--- src/rtl/jump_target_table.sv ---
// Writable multi-bank jump-target table with a registered lookup path (1-cycle latency).
// Define LINK_STACK_EN to add the call/return link stack (PushReq/PopReq/StackOvf).

module jtt_bank #(
  parameter int PTR_W  = 4,
  parameter int ADDR_W = 10
) (
  input  logic              clk,
  input  logic              reset,
  input  logic              clr,
  input  logic              we,
  input  logic [PTR_W-1:0]  wptr,
  input  logic [ADDR_W-1:0] wdata,
  input  logic [PTR_W-1:0]  rptr,
  output logic [ADDR_W-1:0] rdata,
  output logic              rvld
);
  localparam int ENTRIES = 2**PTR_W;

  logic [ENTRIES-1:0][ADDR_W-1:0] mem;
  logic [ENTRIES-1:0]             vld;

  // Clear applies before the write so a same-cycle write leaves its entry valid.
  always_ff @(posedge clk) begin
    if (reset) begin
      vld <= '0;
    end else begin
      if (clr) vld <= '0;
      if (we) begin
        mem[wptr] <= wdata;
        vld[wptr] <= 1'b1;
      end
    end
  end

  assign rdata = mem[rptr];
  assign rvld  = vld[rptr];
endmodule

module jump_target_table #(
  parameter int PTR_W       = 4,
  parameter int ADDR_W      = 10,
  parameter int NUM_PROGS   = 3,
  parameter int PROG_W      = 2,
  parameter int STACK_DEPTH = 4
) (
  input  logic              Clk,
  input  logic              Reset,
  input  logic [PROG_W-1:0] ProgSel,
  input  logic              ProgSelWr,
  input  logic              LookupReq,
  input  logic [PTR_W-1:0]  LutPointer,
  input  logic              WrEn,
  input  logic [PROG_W-1:0] WrProg,
  input  logic [PTR_W-1:0]  WrPtr,
  input  logic [ADDR_W-1:0] WrData,
  input  logic              ClrBank,
`ifdef LINK_STACK_EN
  input  logic              PushReq,
  input  logic [ADDR_W-1:0] PushAddr,
  input  logic              PopReq,
  output logic              StackOvf,
`endif
  output logic [ADDR_W-1:0] absaddress,
  output logic              AddrValid,
  output logic              Miss,
  output logic [PROG_W-1:0] ActiveProg
);
  localparam logic [PROG_W:0] NPROGS = NUM_PROGS[PROG_W:0];

  logic [NUM_PROGS-1:0][ADDR_W-1:0] bank_rd;
  logic [NUM_PROGS-1:0]             bank_rv;

  logic              wr_ok, sel_ok;
  logic              clr_act, byp;
  logic [ADDR_W-1:0] lk_data;
  logic              lk_hit;
  logic              req_vld;
  logic [ADDR_W-1:0] rsp_data;
  logic              rsp_miss;

  assign wr_ok  = ({1'b0, WrProg} < NPROGS);
  assign sel_ok = ({1'b0, ProgSel} < NPROGS);

  for (genvar b = 0; b < NUM_PROGS; b++) begin : g_bank
    jtt_bank #(.PTR_W(PTR_W), .ADDR_W(ADDR_W)) u_bank (
      .clk   (Clk),
      .reset (Reset),
      .clr   (ClrBank && (WrProg == PROG_W'(b))),
      .we    (WrEn && (WrProg == PROG_W'(b))),
      .wptr  (WrPtr),
      .wdata (WrData),
      .rptr  (LutPointer),
      .rdata (bank_rd[b]),
      .rvld  (bank_rv[b])
    );
  end

  // ActiveProg never holds an out-of-range bank, so it also qualifies the write bypass.
  assign clr_act = ClrBank && (WrProg == ActiveProg);
  assign byp     = WrEn && wr_ok && (WrProg == ActiveProg) && (WrPtr == LutPointer);

`ifdef LINK_STACK_EN
  localparam int SP_W  = (STACK_DEPTH > 1) ? $clog2(STACK_DEPTH) : 1;
  localparam int CNT_W = $clog2(STACK_DEPTH + 1);

  logic [STACK_DEPTH-1:0][ADDR_W-1:0] stk;
  logic [SP_W-1:0]                    st_top;
  logic [CNT_W-1:0]                   st_cnt;
  logic [SP_W-1:0]                    top_nxt, top_prv;
  logic                               st_empty, st_full;

  assign st_empty = (st_cnt == '0);
  assign st_full  = (st_cnt == CNT_W'(STACK_DEPTH));
  assign top_nxt  = (st_top == SP_W'(STACK_DEPTH-1)) ? '0 : SP_W'(st_top + 1'b1);
  assign top_prv  = (st_top == '0) ? SP_W'(STACK_DEPTH-1) : SP_W'(st_top - 1'b1);
`endif

  always_comb begin
    lk_data = bank_rd[ActiveProg];
    lk_hit  = bank_rv[ActiveProg];
    if (clr_act) lk_hit = 1'b0;
    if (byp) begin
      lk_data = WrData;
      lk_hit  = 1'b1;
    end
    req_vld  = LookupReq;
    rsp_data = lk_hit ? lk_data : '0;
    rsp_miss = !lk_hit;
`ifdef LINK_STACK_EN
    // A pop owns the response slot; any same-cycle lookup is dropped.
    if (PopReq) begin
      req_vld = 1'b1;
      if (st_empty) begin
        rsp_data = PushReq ? PushAddr : '0;
        rsp_miss = !PushReq;
      end else begin
        rsp_data = stk[st_top];
        rsp_miss = 1'b0;
      end
    end
`endif
  end

  always_ff @(posedge Clk) begin
    if (Reset) begin
      absaddress <= '0;
      AddrValid  <= 1'b0;
      Miss       <= 1'b0;
      ActiveProg <= '0;
    end else begin
      AddrValid <= req_vld;
      if (req_vld) begin
        absaddress <= rsp_data;
        Miss       <= rsp_miss;
      end else begin
        Miss <= 1'b0;
      end
      if (ProgSelWr && sel_ok) ActiveProg <= ProgSel;
    end
  end

`ifdef LINK_STACK_EN
  // Circular stack: a push when full overwrites the oldest slot and flags overflow.
  always_ff @(posedge Clk) begin
    if (Reset) begin
      st_top   <= '0;
      st_cnt   <= '0;
      StackOvf <= 1'b0;
    end else if (PopReq) begin
      if (!st_empty) begin
        if (PushReq) begin
          stk[st_top] <= PushAddr;
        end else begin
          st_top <= top_prv;
          st_cnt <= st_cnt - 1'b1;
        end
      end
    end else if (PushReq) begin
      stk[top_nxt] <= PushAddr;
      st_top       <= top_nxt;
      if (st_full) StackOvf <= 1'b1;
      else         st_cnt   <= st_cnt + 1'b1;
    end
  end
`endif
endmodule

--- config.mk ---
export PLATFORM = sky130hd
export DESIGN_NAME = jump_target_table
export DESIGN_NICKNAME = d
export VERILOG_FILES = /design/src/rtl/jump_target_table.sv
export SDC_FILE = /design/constraint.sdc
export NUM_CORES = 1
export LEC_CHECK = 0
export CAP_MARGIN = 20
export CORE_ASPECT_RATIO = 1.75
export CORE_MARGIN = 2
export CORE_UTILIZATION = 50
export DETAILED_ROUTE_END_ITERATION = 10
export PLACE_DENSITY = 0.66
export REMOVE_ABC_BUFFERS = 1
export SLEW_MARGIN = 20
export SYNTH_ARGS = -nofsm -noshare
export SYNTH_HDL_FRONTEND = slang
export SYNTH_SLANG_ARGS = --single-unit
--- constraint.sdc ---
create_clock -name Clk -period 4.3 [get_ports Clk]
set_clock_uncertainty 0.15 [all_clocks]
set_input_delay 1.075 -clock Clk [delete_from_list [all_inputs] [get_ports Clk]]
set_output_delay 1.075 -clock Clk [all_outputs]
set_load 0.02 [all_outputs]
# [Yosys cells after proc, flatten, opt, wreduce, memory -nomap -nowiden]
# Cells that the tools add are included.
# W data, S select, Z words.
[word_totals] wordCells=124 in_bits=28 regBits=542 out_inout_bits=14
[op_classes] muxes=36 n_reduce_logical=18 n_eq_ne=4 n_lt_le_gt_ge=6 bitwise_logic=5
[ops] op="$bwmux W160" n=3
[ops] op="$mux W16" n=9
[ops] op="$bmux W10 S4" n=3
[ops] op="$mux W10" n=7
[ops] op="$or A16 B16 Y16" n=3
[ops] op="$demux W10 S4" n=1
[ops] op="$bmux W10 S2" n=1
[ops] op="$bmux W1 S4" n=3
[ops] op="$logic_and A1 B1 Y1" n=12
[ops] op="$lt A4 B5 Y1 const B" n=2
[ops] op="$mux W1" n=7
[ops] op="$reduce_and A2 Y1" n=3
[ops] op="$demux W1 S4" n=1
[ops] op="$eq A4 B4 Y1" n=1
[ops] op="$ge A4 B1 Y1 const B" n=1
[ops] op="$lt A2 B2 Y1 const B" n=2
[ops] op="$lt A2 B3 Y1 const B" n=1
[ops] op="$bmux W1 S2" n=1
[ops] op="$eq A2 B1 Y1 const B" n=1
[ops] op="$eq A2 B2 Y1" n=1
[ops] op="$eq A2 B2 Y1 const B" n=1
[ops] op="$logic_not A2 Y1" n=1
[ops] op="$not A1 Y1" n=2
[ops] op="$reduce_or A2 Y1" n=1
[ops] op="$logic_not A1 Y1" n=1

# [Longest topological paths before layout]
# Gate-level depths: netlist of run 1.
[depth] word_depth=7 mapped_depth=11 ltp_nobuf=6

# [Cells and area by module]
# From an unflattened synthesis of run 1, not the netlist that was laid out.
[unflattened] cells_unflattened=1039 area_unflattened_um2=21237.9
[modules_own_cells] module="jtt_bank at g_bank[2].u_bank" instances=1 seq_area_each_um2=5124.9 area_per_inst_um2=6797.8 cells_per_inst=312
[modules_own_cells] module="jtt_bank at g_bank[1].u_bank" instances=1 seq_area_each_um2=5124.9 area_per_inst_um2=6772.7 cells_per_inst=312
[modules_own_cells] module="jtt_bank at g_bank[0].u_bank" instances=1 seq_area_each_um2=5124.9 area_per_inst_um2=6759.0 cells_per_inst=312
[modules_own_cells] module="jump_target_table" instances=1 seq_area_each_um2=280.3 area_per_inst_um2=908.4 cells_per_inst=103

# [Worst setup path after synthesis of run 1]
# OpenSTA, ideal clock, no wires.
[synth_timing] path_type="input to register" from="input Reset" to="register g_bank[1].u_bank.mem[30] (netlist bit), enable pin" setup_time_ps=407 cell_stages=5 required_ps=3743 setup_slack_ps=959 arrival_time_ps=2784 n_path_buf=1 cell_sequence="clkbuf_1 > nand2b_1 > nor2_1 > nand2_1 > nor4_1"
[synth_via] elab_chain_len=2
[synth_rtl] item="start, declared" line="48" source="input logic Reset,"
[synth_rtl] item="$not A1 Y1 (no line)"
[synth_rtl] item="$reduce_and A2 Y1 (no line)"
[synth_rtl] item="end signal, assigned by index" line="30" source="mem[wptr] <= wdata;"
[synth_rtl] item="end, declared" line="20" source="logic [ENTRIES-1:0][ADDR_W-1:0] mem;"
# Every way passes these cells.
# A chain may end at the register's enable or synchronous reset.

# [Final worst setup path of run 1]
[layout_timing] from="input WrPtr[1]" to="register absaddress[8]"
[layout_via] elab_chain_len=4 word_cells_on_any_way=5 classes_between="eq/ne (1); mux (3); reduce/logical (1)"
[layout_rtl] item="start, declared" line="55" source="input logic [PTR_W-1:0] WrPtr,"
[layout_rtl] item="$eq A4 B4 Y1 *" line="101" source="assign byp = WrEn && wr_ok && (WrProg == ActiveProg) && (WrPtr == LutPointer);"
[layout_rtl] item="$logic_and A1 B1 Y1 *" line="101"
[layout_rtl] item="$mux W10 or $mux W1 (tied branches)" line="123" source="if (byp) begin"
[layout_rtl] item="$mux W10 *" line="128" source="rsp_data = lk_hit ? lk_data : '0;"
[layout_rtl] item="end signal, assigned" line="154" source="absaddress <= rsp_data;"
[layout_rtl] item="end, declared" line="64" source="output logic [ADDR_W-1:0] absaddress,"
# Every way passes the cells marked *; elsewhere a longest branch is shown, timed or not.

==> results of run 1 <==
==> routing by layer <==
metal	vias to the layer above	global-route usage	routed length [um]
li1	5287	-	-
met1	6018	0.276	19300
met2	366	0.405	26600
met3	118	0.0328	2730
met4	0	0.133	3120
met5	-	0	0
==> final timing paths <==
kind                                  end                     from  depth (start not counted)
hold reg to reg   g_bank[0].u_bank.vld[5]  g_bank[0].u_bank.vld[5]                          1
setup reg to reg            absaddress[8]            ActiveProg[0]                          6
hold / removal    g_bank[0].u_bank.vld[5]  g_bank[0].u_bank.vld[5]                          1
setup / recovery            absaddress[8]                 WrPtr[1]                          7
==> area by class of cell <==
type / instances / area (um2) / share of cell area
Timing Repair Buffer: 121 / 1040 / 0.0428
Sequential cell: 542 / 15700 / 0.645
Multi-Input combinational cell: 676 / 5440 / 0.224
Inverter: 3 / 11.3 / 0.000464
Clock inverter: 18 / 165 / 0.00681
Clock buffer: 65 / 1240 / 0.0513
Tap cell: 561 / 702 / 0.0289
==> power by group through the flow <==
| stage | sequential, W | clock (W) | combinational [W] |
|---|---|---|---|
| finish | 0.00576 | 0.00397 | 0.000600 |
| global route | 0.00576 | 0.00420 | 0.000633 |
| CTS | 0.00576 | 0.00403 | 0.000601 |
| detailed placement | 0.00588 | 0 | 0.000600 |
| global placement | 0.00588 | 0 | 0.000587 |
| floorplan | 0.00588 | 0 | 0.000246 |
==> per-stage QoR <==
stage	std cells	util	worst slack [ns]	hold slack, ns
finish	1986	0.570	1.12	0.296
detailed placement	1903	0.537	0.630	0.283
CTS	1986	0.570	1.17	0.298
global placement	1903	0.537	0.673	0.274
global route	1986	0.570	1.10	0.313
floorplan	1221	-	0.842	0.268
==> cells in the final DEF, fill, tap and decap left out, types with 4 or more instances in the layout <==
cell type / count
edfxtp_1: 480
nor3_1: 7
a21o_1: 49
mux2i_1: 227
a22oi_1: 90
buf_4: 74
buf_12: 6
clkdlybuf4s50_1: 28
mux4_1: 7
clkinv_2: 7
a31oi_1: 5
a2bb2oi_1: 7
o21ai_1: 9
nor2_1: 58
clkbuf_1: 18
and3_1: 6
nand2b_1: 6
xnor2_1: 4
nand2_1: 45
a21oi_1: 25
clkinv_1: 6
buf_2: 11
nand3_1: 50
mux4_2: 14
nand4_1: 8
dfxtp_1: 62
clkbuf_16: 47
nor2b_1: 13
nor4_2: 6
==> cell families (layout without fill, tap and decap cells) <==
logic type             after synthesis  count (layout)  share of synthesized area
XOR/XNOR                             6               6                    0.00279
AO/OA/AOI/OAI                      203             203                     0.0691
buffers and inverters               77             207                     0.0233
flip-flops                         542             542                      0.726
AND/OR/NAND/NOR                    218             218                     0.0492
multiplexers                       249             249                      0.129
==> critical path, cell delays in order <==
cell	delay [ns]
clkdlybuf4s50_1	0.78
xnor2_2	0.18
nand4_2	0.18
or3_1	0.62
mux2_4	0.38
a31oi_1	0.18
o21ai_1	0.08
==> registers in the layout, summed over array words and instances, names as in the netlist <==
name	flops
g_bank.u_bank.mem	480
AddrValid	1
ActiveProg	2
Miss	1
absaddress	10
g_bank.u_bank.vld	48
==> flow_summary_export.csv, run 1 <==
group,metric,value,unit
layout,antenna_cells,0,
pwr,power_frac_seq,0.558,
setup_path,reg2reg_slack,1.75,ns
layout,drive_above_1_share,0.133,
grt,grt_pass1_vias,11911,
timing,fin_crit_sh,0.739,
pwr,p_comb_frac,0.058,
timing,tns,0,ns
grt,antenna_found_initial,1,
floorplan,io_pins,42,
route,wl,51800,um
timing,max_freq,315,MHz
synthesis,ys_ff_latch,542,
grt,grt_util_all_layers,0.233,
clock_tree,cts_buffer_depth,3,
timing,drv_slew,0,
pwr,cellLeakagePower,8.80,nW
pwr,p_sw,0.00218,W
pwr,powerDensity,426,mW/mm2
layout,area_growth,12.5,%
floorplan,die_h,279,um
synthesis,synth_top_flop_cell,"edfxtp_1",
timing,max-slew-margin-rel,0.265,
floorplan,dieArea,0.0448,mm2
route,detail_route.vias_per_cell,5.94,
timing,rsz0062_at_grt,"no",
synthesis,synth_edf_count,480,
timing,fin_crit,3.18,ns
setup_path,worstPathArrival,3.47,ns
flow_run,drv_cap,0,
route,first_pass_iters,5,
setup_path,cp.required,4.59,ns
route,initialDrtViolationCount,852,
pwr,netSwitchingFraction,0.211,
clock_tree,postCtsSetupRepairBufs,0,
setup_path,path_max_fanout,16,
grt,grt_overflow,0,
floorplan,die_w,161,um
layout,fin_nets,1417,
pwr,fin_total_pwr,0.0103,W
synthesis,ys.warnings.count,0,
placement,place.gp.congestion,0.914,
synthesis,yosysUniqueCellTypes,55,
clock_tree,ctsResizeCount,0,
placement,dpl-instance-area,0.0228,mm2
route,drc,0,
clock_tree,numCtsBuffers,45,
route,antenna_left,0,
synthesis,syn_inst,1295,
clock_tree,htreeDepth,2,
synthesis,yosys-top-cells-area,"edfxtp_1 67%, mux2i_1 11%, dfxtp_1 5.8%",
timing,setup_viol,0,
clock_tree,insertion_delay,0.57,ns
clock_tree,cts_tree,"done",
clock_tree,cts_num_sinks,542,
clock_tree,root_buffer,"clkbuf_16",
route,num_vias,11789,
timing,hold_violations,0,
placement,post-dp-hpwl,33500,um
run_status,status,"finished clean",
synthesis,avgSynthCellArea,16.6,um2
pwr,ir_drop,374,uV
route,wire_per_inst,26.1,um
synthesis,syn_area,0.0216,mm2
synthesis,ys_top_cells_by_count,"480 x edfxtp_1, 227 x mux2i_1, 90 x a22oi_1, 62 x dfxtp_1, 58 x nor2_1",
synthesis,yosysMostFrequentCell,"edfxtp_1",
grt,grt_pass1_wl,76100,um
pwr,intPower,0.00815,W
timing,worstMarginPinSlew,1.10,ns
setup_path,critPathKind,"in -> reg",
layout,finish.instance_area,0.0243,mm2
grt,grt_max_degree,53,
pwr,p_clk_frac,0.384,
floorplan,start_util,0.507,
synthesis,synth_top_area_frac,0.669,
clock_tree,hold_buffers,0,
layout,nFillCells,3332,
setup_path,cp-end-kind,"flip-flop",
synthesis,ys_seq_area_frac,0.726,
placement,numPortBuffers,41,
setup_path,cp-start-kind,"input pin",
min_path,min_path_type,"reg -> reg",
floorplan,core,0.0425,mm2
floorplan,rows,100,
synthesis,synth_top_cell_by_area,"edfxtp_1",
clock_tree,clkTransAtPathRegs,0.06,ns
synthesis,synth-async-reset-ratio,0,
(Power assumes the default switching activity.)
==> inputs of run 2 (changes only) <==
PLACE_DENSITY = 0.69   (was 0.66)
clock period = 2.6 ns   (was 4.3 ns; I/O delays follow)
==> flow_summary_export.csv, run 2 (synthesis results as in run 1) <==
group,metric,value,unit
clock_tree,cts_buffer_depth,3,
clock_tree,numCtsBuffers,45,
setup_path,endpoint,"ActiveProg[1]",
setup_path,path_cells,"clkdlybuf4s50_1",
pwr,ir_drop,697,uV
grt,grt_overflow,0,
clock_tree,cts_num_sinks,542,
clock_tree,htreeDepth,2,
setup_path,cp-start-kind,"flip-flop",
timing,setup_slack,0.0852,ns
setup_path,path_delay_family,"buffers and inverters",
setup_path,critPathKind,"reg -> out",
pwr,p_sw,0.00366,W
layout,fin_nets,1509,
pwr,intPower,0.0138,W
floorplan,start_util,0.507,
layout,antenna_cells,0,
timing,fin_crit,2.51,ns
grt,antenna_found_initial,0,
timing,max-slew-margin-rel,0.470,
clock_tree,hold_buffers,0,
clock_tree,postCtsSetupRepairBufs,0,
layout,top_regs,"g_bank.u_bank.mem: 480 flops, g_bank.u_bank.vld: 48 flops, absaddress: 10 flops",
layout,drive_above_1_share,0.188,
setup_path,critPathSlowestCell,"clkdlybuf4s50_1",
setup_path,cp.required,1.80,ns
setup_path,reg2reg_slack,0.41,ns
clock_tree,root_buffer,"clkbuf_16",
setup_path,r2r_end,"absaddress[3]",
grt,grt_util_all_layers,0.242,
placement,place.gp.congestion,0.929,
timing,max_freq,398,MHz
timing,hold_violations,0,
flow_run,drv_cap,0,
route,drc,0,
setup_path,reg2reg_depth,6,
route,wire_per_inst,26.1,um
setup_path,critPathMaxStageDelay,0.67,ns
route,first_pass_iters,5,
run_status,status,"finished clean",
setup_path,crit_start,"ActiveProg[1]",
floorplan,die_h,279,um
layout,top_register,"g_bank.u_bank.mem",
layout,finalNonFillerCells,2077,
pwr,powerDensity,690,mW/mm2
placement,post-place-cells,1995,
pwr,p_comb_frac,0.065,
route,initialDrtViolationCount,935,
floorplan,die_w,161,um
layout,area_growth,17.6,%
route,wl,54200,um
min_path,min_path_type,"reg -> reg",
clock_tree,ctsResizeCount,0,
clock_tree,cts_tree,"done",
route,antenna_left,0,
setup_path,path_buf_inv,1,
grt,grt_pass1_wl,79400,um
setup_path,path_max_fanout,7,
layout,mostFrequentLayoutCells,"480 x edfxtp_1, 227 x mux2i_1, 140 x buf_4",
timing,rsz0062_at_grt,"no",
floorplan,dieArea,0.0448,mm2
pwr,fin_total_pwr,0.0175,W
timing,worst_hold_slack,0.298,ns
floorplan,rows,100,
placement,pre_cts_ws,-0.270,ns
route,num_vias,12294,
timing,fin_crit_sh,0.967,
grt,grt_max_degree,49,
setup_path,cp-end-kind,"primary output",
pwr,cellLeakagePower,9.37,nW
layout,largest_register_ff_count,480,
grt,grt_pass1_vias,12643,
route,detail_route.vias_per_cell,5.92,
setup_path,r2r_start,"g_bank[2].u_bank.vld[9]",
placement,post-dp-hpwl,37200,um
setup_path,worstPathArrival,1.71,ns
layout,final_common_cell,"edfxtp_1",
pwr,power_frac_seq,0.545,
placement,numPortBuffers,41,
floorplan,io_pins,42,
timing,setup_viol,0,
setup_path,cp.depth,1,
pwr,netSwitchingFraction,0.209,
timing,drv_slew,0,
clock_tree,clkTransAtPathRegs,0.06,ns
floorplan,core,0.0425,mm2
clock_tree,insertion_delay,0.56,ns
pwr,p_clk_frac,0.390,
timing,worstMarginPinSlew,0.792,ns
==> run 2: power by group through the flow <==
stage / combinational (W) / clock, W / sequential, W
2_1_floorplan: 0.000407 / 0 / 0.00973
3_3_place_gp: 0.00111 / 0 / 0.00971
3_5_place_dp: 0.00114 / 0 / 0.00972
4_1_cts: 0.00114 / 0.00692 / 0.00953
5_1_grt: 0.00120 / 0.00725 / 0.00952
6_report: 0.00114 / 0.00682 / 0.00953
==> run 2: final cells by class <==
class                   instances  area (um2)
flip-flops and latches        542       15700
multi-input cells             676        5440
inverters                       3        11.3
fillers                      3231       17200
clock buffers                  62        1250
repair buffers                213        2070
well taps                     561         702
clock inverters                20         226
==> run 2: through the flow <==
step	TNS (ns)	cell area (um2)	util
floorplan	-21.00	21100	-
global placement	-19.96	23900	0.561
detailed placement	-31.21	23900	0.561
CTS	0	25400	0.596
global route	0	25400	0.596
finish	0	25400	0.596
==> run 2: per-layer routing <==
layer	routed length [um]	vias to the layer above	track usage
met1	19700	6307	0.272
met4	2620	0	0.113
met2	29400	403	0.455
met3	2430	117	0.0258
li1	-	5467	-
met5	0	-	0
==> run 2: how the worst min path moves through the flow <==
stage,depth (start not counted),endpoint,start
final,1,g_bank[2].u_bank.vld[15],g_bank[2].u_bank.vld[15]
after global routing,1,g_bank[2].u_bank.mem[103],WrData[3]
after CTS,1,g_bank[2].u_bank.vld[15],g_bank[2].u_bank.vld[15]
after floorplan,1,g_bank[0].u_bank.vld[1],g_bank[0].u_bank.vld[1]
after global placement,1,g_bank[0].u_bank.vld[5],g_bank[0].u_bank.vld[5]
after detailed placement,1,g_bank[2].u_bank.vld[15],g_bank[2].u_bank.vld[15]
==> inputs of run 3 (changes only) <==
CAP_MARGIN = not set   (was 20)
CTS_CLUSTER_SIZE = 16   (was not set)
==> results of run 3 <==
No change in the layout: final DEF, timing and power equal those of run 2.
